File: src/rtl/func_sweep_ctrl.sv
// func_sweep_ctrl: sweeps a 4-bit vector x through all 16 codes, waits SETTLE
// cycles per code, then compares every implementation lane on y against the
// programmable truth table. Reports sticky per-lane errors, a failing-vector
// count, the first failing vector and pass/done status.
//
// Ports:
//   clk, rst          clock (rising edge), synchronous active-high reset
//   start, abort      begin a sweep (IDLE only) / cancel a running sweep
//   tt_load, tt_in    load a new truth table while not busy
//   y                 implementation outputs, bit k is lane k
//   x, oe             vector under test, enable for the buffered lane
//   busy, done, pass  sweep running, completion pulse, last sweep clean
//   err_mask          sticky per-lane mismatch flags
//   fail_cnt          number of vectors with at least one mismatching lane
//   first_fail_x/_valid  first mismatching vector and its qualifier
module func_sweep_ctrl #(
    parameter int unsigned N_IMPL = 10,
    parameter int unsigned SETTLE = 1,
    parameter logic [15:0] TT_RST = 16'h0AC5
) (
    input  logic              clk,
    input  logic              rst,
    input  logic              start,
    input  logic              abort,
    input  logic              tt_load,
    input  logic [15:0]       tt_in,
    input  logic [N_IMPL-1:0] y,
    output logic [3:0]        x,
    output logic              oe,
    output logic              busy,
    output logic              done,
    output logic              pass,
    output logic [N_IMPL-1:0] err_mask,
    output logic [4:0]        fail_cnt,
    output logic [3:0]        first_fail_x,
    output logic              first_fail_valid
);

    localparam int unsigned X_W    = 4;
    localparam int unsigned CNT_W  = 4;
    localparam int unsigned FCNT_W = 5;
    localparam int unsigned TT_W   = 16;

    typedef enum logic [1:0] {
        IDLE,
        DRIVE,
        SAMPLE,
        DONE
    } state_e;

    state_e              state_q, state_d;
    logic [CNT_W-1:0]    cnt_q, cnt_d;
    logic [X_W-1:0]      x_q, x_d;
    logic                oe_q, oe_d;
    logic                busy_q, busy_d;
    logic                done_q, done_d;
    logic                pass_q, pass_d;
    logic [N_IMPL-1:0]   err_mask_q, err_mask_d;
    logic [FCNT_W-1:0]   fail_cnt_q, fail_cnt_d;
    logic [X_W-1:0]      ff_x_q, ff_x_d;
    logic                ff_valid_q, ff_valid_d;
    logic [TT_W-1:0]     tt_q, tt_d;
    logic [N_IMPL-1:0]   mism_c;

    // Per-lane mismatch; case inequality so X/Z on a lane counts as a failure
    always_comb begin
        for (int k = 0; k < N_IMPL; k++) begin
            mism_c[k] = (y[k] !== tt_q[x_q]);
        end
    end

    // State and result registers
    always_ff @(posedge clk) begin
        if (rst) begin
            state_q    <= IDLE;
            cnt_q      <= '0;
            x_q        <= '0;
            oe_q       <= 1'b0;
            busy_q     <= 1'b0;
            done_q     <= 1'b0;
            pass_q     <= 1'b0;
            err_mask_q <= '0;
            fail_cnt_q <= '0;
            ff_x_q     <= '0;
            ff_valid_q <= 1'b0;
            tt_q       <= TT_RST;
        end else begin
            state_q    <= state_d;
            cnt_q      <= cnt_d;
            x_q        <= x_d;
            oe_q       <= oe_d;
            busy_q     <= busy_d;
            done_q     <= done_d;
            pass_q     <= pass_d;
            err_mask_q <= err_mask_d;
            fail_cnt_q <= fail_cnt_d;
            ff_x_q     <= ff_x_d;
            ff_valid_q <= ff_valid_d;
            tt_q       <= tt_d;
        end
    end

    // Next-state and registered-output logic
    always_comb begin
        state_d    = state_q;
        cnt_d      = cnt_q;
        x_d        = x_q;
        oe_d       = oe_q;
        busy_d     = busy_q;
        done_d     = 1'b0;
        pass_d     = pass_q;
        err_mask_d = err_mask_q;
        fail_cnt_d = fail_cnt_q;
        ff_x_d     = ff_x_q;
        ff_valid_d = ff_valid_q;
        tt_d       = tt_q;

        unique case (state_q)
            IDLE: begin
                if (tt_load) begin
                    tt_d = tt_in;
                end
                if (start) begin
                    err_mask_d = '0;
                    fail_cnt_d = '0;
                    ff_valid_d = 1'b0;
                    pass_d     = 1'b0;
                    x_d        = '0;
                    cnt_d      = '0;
                    oe_d       = 1'b1;
                    busy_d     = 1'b1;
                    state_d    = DRIVE;
                end
            end

            DRIVE: begin
                if (cnt_q == CNT_W'(SETTLE - 1)) begin
                    cnt_d   = '0;
                    state_d = SAMPLE;
                end else begin
                    cnt_d = cnt_q + CNT_W'(1);
                end
            end

            SAMPLE: begin
                err_mask_d = err_mask_q | mism_c;
                if (|mism_c) begin
                    fail_cnt_d = fail_cnt_q + FCNT_W'(1);
                    if (!ff_valid_q) begin
                        ff_x_d     = x_q;
                        ff_valid_d = 1'b1;
                    end
                end
                if (x_q == X_W'(15)) begin
                    // Completion outputs are launched here so they appear in DONE
                    done_d  = 1'b1;
                    busy_d  = 1'b0;
                    oe_d    = 1'b0;
                    x_d     = '0;
                    pass_d  = (err_mask_d == '0);
                    state_d = DONE;
                end else begin
                    x_d     = x_q + X_W'(1);
                    state_d = DRIVE;
                end
            end

            DONE: begin
                state_d = IDLE;
            end

            default: begin
                state_d = IDLE;
            end
        endcase

        // Abort only acts on a running sweep; partial results are kept
        if (abort && (state_q == DRIVE || state_q == SAMPLE)) begin
            state_d    = IDLE;
            cnt_d      = '0;
            busy_d     = 1'b0;
            oe_d       = 1'b0;
            x_d        = '0;
            done_d     = 1'b0;
            pass_d     = 1'b0;
            err_mask_d = err_mask_q;
            fail_cnt_d = fail_cnt_q;
            ff_x_d     = ff_x_q;
            ff_valid_d = ff_valid_q;
        end
    end

    assign x                = x_q;
    assign oe               = oe_q;
    assign busy             = busy_q;
    assign done             = done_q;
    assign pass             = pass_q;
    assign err_mask         = err_mask_q;
    assign fail_cnt         = fail_cnt_q;
    assign first_fail_x     = ff_x_q;
    assign first_fail_valid = ff_valid_q;

endmodule
File: config.mk
export PLATFORM = sky130hd
export DESIGN_NAME = func_sweep_ctrl
export DESIGN_NICKNAME = d
export VERILOG_FILES = /design/src/rtl/func_sweep_ctrl.sv
export SDC_FILE = /design/constraint.sdc
export NUM_CORES = 1
export LEC_CHECK = 0
export CORE_MARGIN = 2
export CORE_UTILIZATION = 63
export CTS_BUF_LIST = sky130_fd_sc_hd__clkbuf_2 sky130_fd_sc_hd__clkbuf_4 sky130_fd_sc_hd__clkbuf_8
export DETAILED_ROUTE_END_ITERATION = 8
export DONT_BUFFER_PORTS = 1
export PLACE_DENSITY = 0.82
export SYNTH_ARGS = -nofsm -noshare
export SYNTH_HDL_FRONTEND = slang
export SYNTH_SLANG_ARGS = --single-unit
File: constraint.sdc
create_clock -name clk -period 3.25 [get_ports clk]
set_clock_uncertainty 0.1 [all_clocks]
set_input_delay 0.325 -clock clk [delete_from_list [all_inputs] [get_ports clk]]
set_output_delay 0.325 -clock clk [all_outputs]
set_load 0.02 [all_outputs]
==> results of run 1 <==
-- stage by stage --
| stage | setup WS (ps) | power (W) | instance area, sq um |
|---|---|---|---|
| finish | 445 | 0.00161 | 2510 |
| global route | 194 | 0.00172 | 2510 |
| CTS | 398 | 0.00161 | 2500 |
| detailed placement | 415 | 0.00131 | 2280 |
| global placement | 559 | 0.00130 | 2280 |
| floorplan | 709 | 0.00122 | 2270 |
-- per-layer routing --
metal | GRT usage [%] | vias to the layer above | share of wire (%)
li1 | - | 978 | -
met5 | 0 | - | 0
met3 | 5.11 | 9 | 5.6
met2 | 44.9 | 61 | 49
met4 | 8.97 | 0 | 1.8
met1 | 32.1 | 895 | 44
-- registers in the layout, indices dropped and copies added (netlist names) --
name              cells
err_mask             10
cnt_q                 4
first_fail_valid      1
done                  1
tt_q                 16
x                     4
first_fail_x          4
fail_cnt              5
busy                  1
pass                  1
state_q               2
-- cell families (layout without fill, tap and decap cells) --
group                    count (synthesis)  count (layout)  share of synthesized area [%]
buffers and inverters                   25              38                           4.41
AND/OR/NAND/NOR                        112             112                           23.0
adder cells (fa/ha/maj)                  7               7                           3.86
AO/OA/AOI/OAI                           60              60                           14.9
XOR/XNOR                                10              10                           3.86
multiplexers                            10              10                           6.83
flip-flops                              49              49                           43.2
-- worst min-delay path by stage --
stage	to	slack (ps)	start
2_1_floorplan	tt_q[12]	330	tt_q[12]
5_1_grt	err_mask[5]	50	y[5]
6_report	err_mask[0]	40	y[0]
3_3_place_gp	tt_q[10]	290	rst
3_5_place_dp	first_fail_x[2]	300	rst
4_1_cts	tt_q[11]	3	tt_in[11]
-- layout by cell type (no fill, tap or decap), types with 2 or more instances in the layout --
master and count:
a21oi_1 25, nor2_1 13, dlygate4sd3_1 17, nor2b_1 2
nand2_1 54, ha_1 7, o221ai_1 2, nand3_1 16
nand4b_1 2, and3_1 2, clkbuf_4 8, mux2i_1 5
nor4_1 3, or2_2 2, o21ai_0 22, a32oi_1 2
dfxtp_1 49, nor3_1 4, nand2b_1 2, mux4_2 4
nand4_1 5, or4_1 4, xnor2_1 10, inv_1 11
-- worst register-to-register path, stage by stage (launching register included) --
cell and delay [ps]:
dfxtp_1 740, mux4_2 580, mux2i_1 170, mux2i_1 130, mux2_4 360, a31oi_1 440, o221ai_1 170
-- layout make-up --
type / instances / area share (%)
flip-flops and latches: 49 / 39.1
inverters: 12 / 1.79
repair buffers: 18 / 7.08
clock buffers: 8 / 2.39
well taps: 46 / 2.29
multi-input cells: 199 / 47.4
-- timing repair --
| item | in CTS | in global routing |
|---|---|---|
| hold endpoints to repair | 18 | 1 |
| resized for setup | 0 | 0 |
| setup endpoints to repair | 0 | 0 |
| hold buffers | 16 | 1 |
-- report_power, final --
| group | internal [W] | switching (W) |
|---|---|---|
| registers | 0.000681 | 0.000104 |
| logic | 0.000209 | 0.000326 |
| clock network | 0.000112 | 0.000181 |
| total | 0.00100 | 0.000611 |
==> run_results.csv, run 1 <==
group,metric,value,unit
setup_path,cp_slowest_cell,"dfxtp_1",
synth,synth_edf_count,0,
clock_tree,post_cts_buffers,0,
global_routing,overflow,0,
setup_path,cp-end-kind,"flip-flop",
synth,syn-cell-area,2270,sq um
synth,synth_top_area_share,43.2,%
route,drt-initial-drc-count,97,
floorplan,die_h,64.0,um
route,vias,1943,
setup_path,reg2reg_from,"x[0]",
clock_tree,insertion_delay,370,ps
setup_path,r2r.worst_path.cells,6,
setup_path,cp-start-kind,"flip-flop",
global_routing,grt_usage,26.0,%
cells_and_area,diodes,0,
placed_design,io_buffers,0,
clock_tree,cts_root_buf,"clkbuf_4",
setup_path,worstSetupStartpoint,"x[0]",
floorplan,dieArea,4100,sq um
route,wire_per_inst,14.7,um
placed_design,place_inst,307,
hold_path,worstHoldPathType,"in2reg",
global_routing,antenna_found_initial,0,
synth,netlist_top_cells_count,"nand2_1 (54), dfxtp_1 (49), a21oi_1 (25)",
timing,slew_violations,0,
floorplan,die_w,64.0,um
cells_and_area,layout.area.seq,981,sq um
route,drc,0,
floorplan,coreArea,3390,sq um
timing,finalSetupViolations,0,
cells_and_area,final_util,74.1,%
synth,syn_nets,311,
synth,ys_ff_latch,49,
synth,yosysMostFrequentCell,"nand2_1",
timing,layout_min_cycle_time,2800,ps
cells_and_area,fillers,250,
synth,yosysTopAreaCell,"dfxtp_1",
clock_tree,cts_made_buffers,5,
clock_tree,path_clk_slew,130,ps
timing,period_share,86.3,%
placed_design,dp_hpwl,3450,um
clock_tree,cts_buffer_depth,2,
floorplan,rows,21,
route,viasPerCell,5.85,
synth,yosysUniqueCellTypes,39,
setup_path,timing.reg2reg.setup_slack,450,ps
setup_path,critical_path.cell_chain,"mux4_2 > mux2i_1 > mux2i_1 > mux2_4 > a31oi_1 > o221ai_1",
hold_path,min_path_cells,2,
power,p_leak,0.909,nW
cells_and_area,multi_input_area,1190,sq um
synth,ys.flop_type,"dfxtp_1",
run_status,status,"finished, final reports clean",
clock_tree,h-tree-depth,2,
global_routing,grt_pass1_vias,1890,
route,ant_nets,0,
timing,max_slew_margin,48.4,%
timing,rsz0062_at_grt,"no",
setup_path,crit_arrival,2950,ps
clock_tree,cts_tree,"yes",
timing,tightest_slew,774,ps
clock_tree,cts.sinks,49,
global_routing,grt_max_degree,17,
power,vdd_ir_drop_max,0.000445,V
timing,setup-tns-final,0,ps
timing,hold_viol,0,
floorplan,initial_utilization,67.0,%
cells_and_area,nets,323,
setup_path,path_delay_family,"multiplexers",
route,routed_wirelength,4870,um
route,firstDrtPassIters,4,
setup_path,cp_data_required_time,3400,ps
cells_and_area,syn_to_final_growth,10.6,%
setup_path,path_depth,6,
timing,fmax,357,MHz
setup_path,max_stage_delay,740,ps
synth,yosysSeqAreaShare,43.2,%
timing,hold-worst-slack,37.6,ps
setup_path,cp_common_cell,"mux2i_1",
synth,ys_top_cells_by_area,"dfxtp_1 (43%), nand2_1 (8.9%), a21oi_1 (5.5%), o21ai_0 (4.8%), mux4_2 (4.0%)",
setup_path,worstSetupPathType,"reg2reg",
placed_design,globalplace.congestion,0.792,
setup_path,crit_end,"fail_cnt[3]",
cells_and_area,finalNonFillerCells,332,
synth,synth.yosys.warnings,0,
job,maxCapViolCount,0,
synth,async_flop_share,0,%
global_routing,grt_pass1_wl,8380,um
cells_and_area,drive_gt1_share,5.94,%
synth,syn_area_per_cell,8.32,sq um
setup_path,critPathMaxFanout,10,
synth,synthCells,273,
floorplan,ios,59,
setup_path,reg2reg_to,"fail_cnt[3]",
setup_path,cp_num_buf_inv,0,
power,power_density,642,nW/um^2
Power figures use the tool's default switching activity.
==> run 2, diff against run 1 <==
Settings changed: PLACE_DENSITY 0.82 to 0.85.
==> run 2 against run 1 <==
Net effect:
- critical path depth did not move
- maximum frequency is 0.62% lower
- register-to-register slack lost 20 ps
- combinational power is 0.7% higher
- highest routed layer unchanged
- hold slack got worse by 5.5 ps
- setup slack got worse by 17 ps
==> run_results.csv, run 2 (synthesis results as in run 1) <==
group,metric,value,unit
run_status,status,"finished, final reports clean",
route,viasPerCell,5.90,
timing,layout_min_cycle_time,2820,ps
setup_path,crit_arrival,2980,ps
global_routing,grt_pass1_wl,8420,um
timing,period_share,86.8,%
clock_tree,cts_buffer_depth,2,
floorplan,ios,59,
route,drc,0,
setup_path,cp_common_cell,"mux2i_1",
timing,hold_viol,0,
route,vias,1947,
clock_tree,h-tree-depth,2,
timing,setup-tns-final,0,ps
setup_path,cp-end-kind,"flip-flop",
power,p_sw_share,39.1,%
global_routing,overflow,0,
placed_design,io_buffers,0,
cells_and_area,nets,323,
clock_tree,cts_made_buffers,5,
power,power.switching,0.000619,W
power,p_leak,0.897,nW
route,ant_nets,0,
cells_and_area,layout_commonest_cell,"nand2_1",
setup_path,cp_data_required_time,3410,ps
clock_tree,cts_tree,"yes",
cells_and_area,largest_reg_flops,16,
cells_and_area,top_register,"tt_q",
setup_path,critical_path.cell_chain,"mux4_2 > mux2i_1 > mux2i_1 > mux2_4 > a31oi_1 > o221ai_1",
setup_path,max_stage_delay,750,ps
cells_and_area,final_cell_mix,"nand2_1 (54), dfxtp_1 (49), a21oi_1 (25)",
route,drt-initial-drc-count,169,
cells_and_area,syn_to_final_growth,9.81,%
power,p_int,0.000964,W
job,maxCapViolCount,0,
power,comb_power_share,34.0,%
timing,max_slew_margin,46.1,%
route,wire_per_inst,15.4,um
timing,setup_slack,428,ps
placed_design,place_inst,307,
cells_and_area,diodes,0,
floorplan,rows,21,
clock_tree,cts_resized,0,
cells_and_area,drive_gt1_share,5.28,%
setup_path,cp_slowest_cell,"dfxtp_1",
clock_tree,path_clk_slew,130,ps
timing,slew_violations,0,
floorplan,dieArea,4100,sq um
clock_tree,insertion_delay,370,ps
floorplan,die_h,64.0,um
timing,rsz0062_at_grt,"no",
route,firstDrtPassIters,4,
clock_tree,cts.sinks,49,
hold_path,worstHoldPathType,"in2reg",
global_routing,grt_pass1_vias,1846,
floorplan,die_w,64.0,um
power,pwr-share-seq,49.7,%
timing,fmax,354,MHz
floorplan,coreArea,3390,sq um
power,vdd_ir_drop_max,0.000384,V
power,power_density,635,nW/um^2
placed_design,globalplace.congestion,0.777,
setup_path,critPathMaxFanout,10,
global_routing,antenna_found_initial,0,
setup_path,cp-start-kind,"flip-flop",
global_routing,grt_usage,26.5,%
power,p_clk_share,16.3,%
placed_design,dp_hpwl,3550,um
cells_and_area,finalNonFillerCells,330,
global_routing,grt_max_degree,17,
floorplan,initial_utilization,67.0,%
clock_tree,post_cts_buffers,0,
route,routed_wirelength,5080,um
setup_path,worstSetupPathType,"reg2reg",
timing,tightest_slew,809,ps
placed_design,place_ws,446,ps
timing,finalSetupViolations,0,
clock_tree,cts_root_buf,"clkbuf_4",
run 2: cell types whose count changed in the layout (fill, tap and decap cells not counted), sizes merged:
cell	previous run	this run
clkbuf	8	5
clkinv	1	2
run 2: final timing paths:
path | startpoint | endpoint | slack [ps] | cells past startpoint
max | x[0] | fail_cnt[3] | 430 | 6
max reg2reg | x[0] | fail_cnt[3] | 430 | 6
min | y[2] | err_mask[2] | 30 | 2
min reg2reg | tt_q[1] | tt_q[1] | 370 | 2
run 2: area by class of cell:
type                    count  area, sq um
clock buffers               5         37.5
fillers                   269          896
well taps                  46         57.6
repair buffers             18          178
flip-flops and latches     49          981
inverters                  12         45.0
clock inverters             1         5.00
multi-input cells         199         1190
run 2: power groups by stage:
stage          registers, W  logic [W]  clock network (W)
2_1_floorplan      0.000767   0.000450                  0
3_3_place_gp       0.000797   0.000497                  0
3_5_place_dp       0.000801   0.000512                  0
4_1_cts            0.000786   0.000532           0.000265
5_1_grt            0.000797   0.000602           0.000284
6_report           0.000787   0.000538           0.000258
run 2: critical path: cells and delay by family, from the launching register on:
family         cells  cell delay (ps)
AO/OA/AOI/OAI      2              610
flip-flops         1              750
multiplexers       4             1230
run 2: metrics by stage:
stage	area (sq um)	power [W]	util, %	hold WS (ps)
after floorplan	2270	0.00122	-	333
after detailed placement	2280	0.00131	67.3	298
after CTS	2490	0.00158	73.6	27.8
after global routing	2490	0.00168	73.6	32.7
after global placement	2280	0.00129	67.3	296
final	2490	0.00158	73.6	32.2
run 2: timing repair:
action | CTS | global route
hold buffers | 17 | 0
endpoints found under the hold margin | 19 | 0
endpoints found under the setup margin | 0 | 0
run 2: metal layers:
layer | global-route usage [%] | share of wire (%) | up-vias
met1 | 31.4 | 42 | 902
met3 | 8.63 | 6.6 | 9
met4 | 10.3 | 1.9 | 0
met2 | 44.4 | 49 | 57
li1 | - | - | 979
met5 | 0 | 0 | -
